==> src/rtl/jk_pkg.sv <==
// rtl/jk_pkg.sv - shared constants and next-count function for the JK BCD counter
//
// Contents:
//   WIDTH_DEF        default counter width (bits)
//   MODULUS_DEF      default count modulus (decade counter)
//   load_is_illegal  true when a parallel-load value is outside 0..modulus-1
//   next_count       next counter value from current value and controls
//                    (excludes reset, which the JK cells apply on their own)
package jk_pkg;

    localparam int unsigned WIDTH_DEF   = 4;
    localparam int unsigned MODULUS_DEF = 10;

    function automatic logic load_is_illegal(
        input int unsigned din,
        input int unsigned modulus
    );
        return (din >= modulus);
    endfunction

    // Priority: load > en > hold.
    // An illegal load value forces the count to zero rather than storing an out-of-range code.
    function automatic int unsigned next_count(
        input int unsigned q,
        input int unsigned din,
        input int unsigned modulus,
        input logic        en,
        input logic        up,
        input logic        load
    );
        int unsigned result;
        result = q;
        if (load) begin
            result = load_is_illegal(din, modulus) ? 0 : din;
        end else if (en) begin
            if (up) begin
                result = (q == modulus - 1) ? 0 : q + 1;
            end else begin
                result = (q == 0) ? modulus - 1 : q - 1;
            end
        end
        return result;
    endfunction

endpackage

==> src/rtl/jk_bit.sv <==
// rtl/jk_bit.sv - single JK flip-flop with synchronous active-low reset
//
// Ports:
//   Clk  in   clock, rising-edge
//   rst  in   synchronous reset, active-low (clears Q)
//   J    in   set/toggle input
//   K    in   reset/toggle input
//   Q    out  stored bit
// JK behaviour: 00 hold, 01 clear, 10 set, 11 toggle.
module jk_bit (
    input  logic Clk,
    input  logic rst,
    input  logic J,
    input  logic K,
    output logic Q
);

    logic r_q;

    always_ff @(posedge Clk) begin
        if (!rst) begin
            r_q <= 1'b0;
        end else begin
            case ({J, K})
                2'b00:   r_q <= r_q;
                2'b01:   r_q <= 1'b0;
                2'b10:   r_q <= 1'b1;
                default: r_q <= ~r_q;
            endcase
        end
    end

    assign Q = r_q;

endmodule

==> src/rtl/jk_bcd_counter.sv <==
// rtl/jk_bcd_counter.sv - modulo-N up/down counter built from JK cells, with load and sticky error
//
// Parameters:
//   WIDTH    counter width in bits
//   MODULUS  count range 0..MODULUS-1 (2..2**WIDTH)
// Ports:
//   Clk   in   clock, rising-edge
//   rst   in   synchronous reset, active-low
//   en    in   count enable
//   up    in   direction, 1 = up, 0 = down
//   load  in   parallel load strobe
//   din   in   parallel load value
//   Q     out  registered count
//   tc    out  terminal count / carry-borrow, combinational
//   err   out  sticky illegal-load flag, registered
module jk_bcd_counter
    import jk_pkg::*;
#(
    parameter int unsigned WIDTH   = WIDTH_DEF,
    parameter int unsigned MODULUS = MODULUS_DEF
) (
    input  logic             Clk,
    input  logic             rst,
    input  logic             en,
    input  logic             up,
    input  logic             load,
    input  logic [WIDTH-1:0] din,
    output logic [WIDTH-1:0] Q,
    output logic             tc,
    output logic             err
);

    logic [WIDTH-1:0] w_q;
    logic [WIDTH-1:0] w_next;
    logic [WIDTH-1:0] w_jk;
    logic             w_at_max;
    logic             w_at_zero;
    logic             w_illegal;
    logic             r_err;

    always_comb begin
        w_next = WIDTH'(next_count(32'(w_q), 32'(din), MODULUS, en, up, load));
    end

    // Toggle-only excitation: a cell toggles exactly when its bit must change.
    // Reset is not folded in here; each cell clears itself on rst.
    assign w_jk = w_q ^ w_next;

    genvar gi;
    generate
        for (gi = 0; gi < int'(WIDTH); gi++) begin : g_bit
            jk_bit u_bit (
                .Clk (Clk),
                .rst (rst),
                .J   (w_jk[gi]),
                .K   (w_jk[gi]),
                .Q   (w_q[gi])
            );
        end
    endgenerate

    assign w_at_max  = (32'(w_q) == MODULUS - 1);
    assign w_at_zero = (w_q == '0);

    // tc depends only on the current count and controls, so it stays valid during reset.
    assign tc = en & ~load & ((up & w_at_max) | (~up & w_at_zero));

    assign w_illegal = load & load_is_illegal(32'(din), MODULUS);

    always_ff @(posedge Clk) begin
        if (!rst) begin
            r_err <= 1'b0;
        end else if (w_illegal) begin
            r_err <= 1'b1;
        end
    end

    assign Q   = w_q;
    assign err = r_err;

endmodule

==> config.mk <==
export PLATFORM = sky130hd
export DESIGN_NAME = jk_bcd_counter
export DESIGN_NICKNAME = d
export VERILOG_FILES = /design/src/rtl/jk_pkg.sv /design/src/rtl/jk_bit.sv /design/src/rtl/jk_bcd_counter.sv
export SDC_FILE = /design/constraint.sdc
export NUM_CORES = 1
export LEC_CHECK = 0
export BUFFER_PORTS_ARGS = -buffer_cell sky130_fd_sc_hd__buf_2
export CORE_AREA = 3 3 40 42
export DETAILED_ROUTE_END_ITERATION = 8
export DIE_AREA = 0 0 43 45
export SYNTH_ARGS = -nofsm -noshare
export SYNTH_HDL_FRONTEND = slang
export SYNTH_SLANG_ARGS = --single-unit
==> constraint.sdc <==
create_clock -name Clk -period 3.05 [get_ports Clk]
set_input_delay 0.1525 -clock Clk [delete_from_list [all_inputs] [get_ports Clk]]
set_output_delay 0.1525 -clock Clk [all_outputs]
set_load 0.02 [all_outputs]
==> out/results.ini <==
[outcome]
status=finished clean

[global_route]
antenna_found_initial=0
grt_overflow=0
grtUsageTotal=0.1192
grt_pass1_wl_um=1745
grt_pass1_vias=387
grt_max_degree=10

[yosys]
avgSynthCellArea_um2=7.664
syn_area_um2=429.2
ys_seq_area_frac=0.2332
synth_seq_cells=5
ys_top_cells_by_count=dfxtp_1 (5), inv_1 (5), nor2_1 (5)
synth_top_area_frac=0.2332
ys_types=27
syn_nets=68
async_reset_ff_frac=0
yosysWarnings=0
syn-instance-count=56
synth_area_leaders=dfxtp_1 (23%), ha_1 (8.7%), buf_4 (7.0%)
yosysTopAreaCell=dfxtp_1
synth_edf_count=0
synth_top_flop_cell=dfxtp_1

[sta]
finalMaxSlewViolations=0
tns_ns=0
whs_ns=0.1725
finalWorstSetupSlack_ns=1.067
min_period_ns=1.983
setup_violations=0
hold_viol=0
grt_setup_unrepaired=no
finalCritPeriodShare=0.6500
skew_ns=0.001073
tightest_slew_ns=0.3307
maxSlewHeadroom=0.7767
max_freq_mhz=504.4

[floorplan]
rows=13
coreArea_um2=1285
initial_utilization=0.3340
dieHeight_um=45
die_area_um2=1935
dieWidth_um=43
pin_count=15

[worst_setup_path]
crit_fanout=8
required_ns=2.90
startpoint_type=flop
r2r_cells=6
r2r-start=g_bit[0].u_bit.Q$_SDFFE_PN0P_
path_class=reg2out
cp-end-kind=primary output
timing.reg2reg.setup_slack_ns=1.39
r2r-end=g_bit[1].u_bit.Q$_SDFFE_PN0P_
crit_arrival_ns=1.83

[pwr]
power.leakage_nw=0.2470
peakVddDrop_uv=304.7
p_per_area_nw_per_um2=401.7
p_total_mw=0.2066

[cts]
post_cts_resized=0
cts_tree=built
cts_hold_buf=0
cts_buffer_depth=2
cts.clk_slew.worst_paths_ns=0.04
clock-root-buffer=clkbuf_4
clk_latency_ns=0.24
post_cts_buffers=0
numCtsBuffers=3
cts_sinks=5
htreeDepth=1

[route]
route.detailed.drc=0
viasPerCell=5.259
drt_wl_total_um=1001
drtIter0Drc=16
wl_per_cell_um=11.78
ant_nets=0
first_pass_iters=4
num_vias=447

[place]
pre_cts_slack_ns=1.341
io_buffers=14
gp_congestion=0.8711
placed_area_um2=488.0

[flow_run]
drv_cap=0

[finish]
final_nets=83
n_fill_cell=149
post-route-cell-area_um2=514.2
syn_to_final_growth_pct=19.82
n_antenna_cell=0
drive_gt1_frac=0.3000

[worst_hold_path]
holdPathStages=3
min_to=g_bit[0].u_bit.Q$_SDFFE_PN0P_
min_from=din[0]
hold_class=in2reg

==> per-layer routing <==
| layer | vias up | GRT usage | wire (µm) |
|---|---|---|---|
| li1 | 233 | - | - |
| met1 | 205 | 0.1715 | 472 |
| met2 | 9 | 0.1617 | 481 |
| met3 | 0 | 0.05976 | 47 |
| met4 | 0 | 0.01807 | 0 |
| met5 | - | 0 | 0 |
==> stage by stage <==
stage,std cells,util
3_3_place_gp,81,0.3797
4_1_cts,85,0.4002
5_1_grt,85,0.4002
3_5_place_dp,81,0.3797
6_report,85,0.4002
2_1_floorplan,56,-
==> placed cells by master (no fill, tap or decap) <==
cell type / n
a211o_1: 1
a211o_2: 1
a21oi_1: 4
a21oi_2: 1
a2bb2oi_1: 1
a31oi_1: 1
and2_1: 1
and3_2: 1
and3b_1: 1
buf_2: 14
clkbuf_1: 1
clkbuf_4: 3
dfxtp_1: 5
ha_1: 3
inv_1: 5
nand2_1: 4
nand2b_1: 1
nand3_1: 1
nand3b_1: 1
nand4_1: 3
nor2_1: 5
nor2b_1: 1
o21a_1: 1
o21ai_0: 4
o221a_2: 1
o221ai_1: 1
o311ai_0: 1
o31ai_1: 2
or3b_1: 1
==> worst max-delay path, stage by stage (launching register included) <==
cell and delay, ns:
dfxtp_1 0.38, inv_1 0.11, ha_1 0.23, or3b_1 0.38, a21oi_2 0.17, and3_2 0.18, buf_2 0.15
==> area by class of cell <==
cell class / count / area (µm²) / share of cell area
inverter: 5 / 18.77 / 0.03650
multi-input combinational: 42 / 280.3 / 0.5450
tap: 15 / 18.77 / 0.03650
clock buffer: 4 / 26.28 / 0.05109
sequential: 5 / 100.1 / 0.1946
timing repair buffer: 14 / 70.07 / 0.1363
==> where the power goes <==
group / switching, mW / total, mW / internal [mW]
Clock: 0.0256 / 0.0749 / 0.0494
Sequential: 0.00703 / 0.0773 / 0.0703
Combinational: 0.0307 / 0.0544 / 0.0237
==> kinds of logic (layout without fill, tap and decap cells) <==
logic type,Yosys count,in the layout,synth area share
AO/OA/AOI/OAI,19,19,0.3120
adder cells (fa/ha/maj),3,3,0.08747
flip-flops,5,5,0.2332
AND/OR/NAND/NOR,20,20,0.2537
buffers and inverters,9,23,0.1137
==> how the worst max path moves through the flow <==
stage	depth (start not counted)	startpoint	slack [ns]	end
global route	6	g_bit[0].u_bit.Q$_SDFFE_PN0P_	0.98	tc
detailed placement	6	g_bit[0].u_bit.Q$_SDFFE_PN0P_	1.34	tc
global placement	6	g_bit[0].u_bit.Q$_SDFFE_PN0P_	1.37	tc
finish	6	g_bit[0].u_bit.Q$_SDFFE_PN0P_	1.07	tc
CTS	6	g_bit[0].u_bit.Q$_SDFFE_PN0P_	1.07	tc
floorplan	5	g_bit[0].u_bit.Q$_SDFFE_PN0P_	1.53	tc
==> state kept, by name (all words and copies together), names as in the netlist <==
signal         cells
g_bit.u_bit.Q      4
err                1
Power figures use the tool's default switching activity.
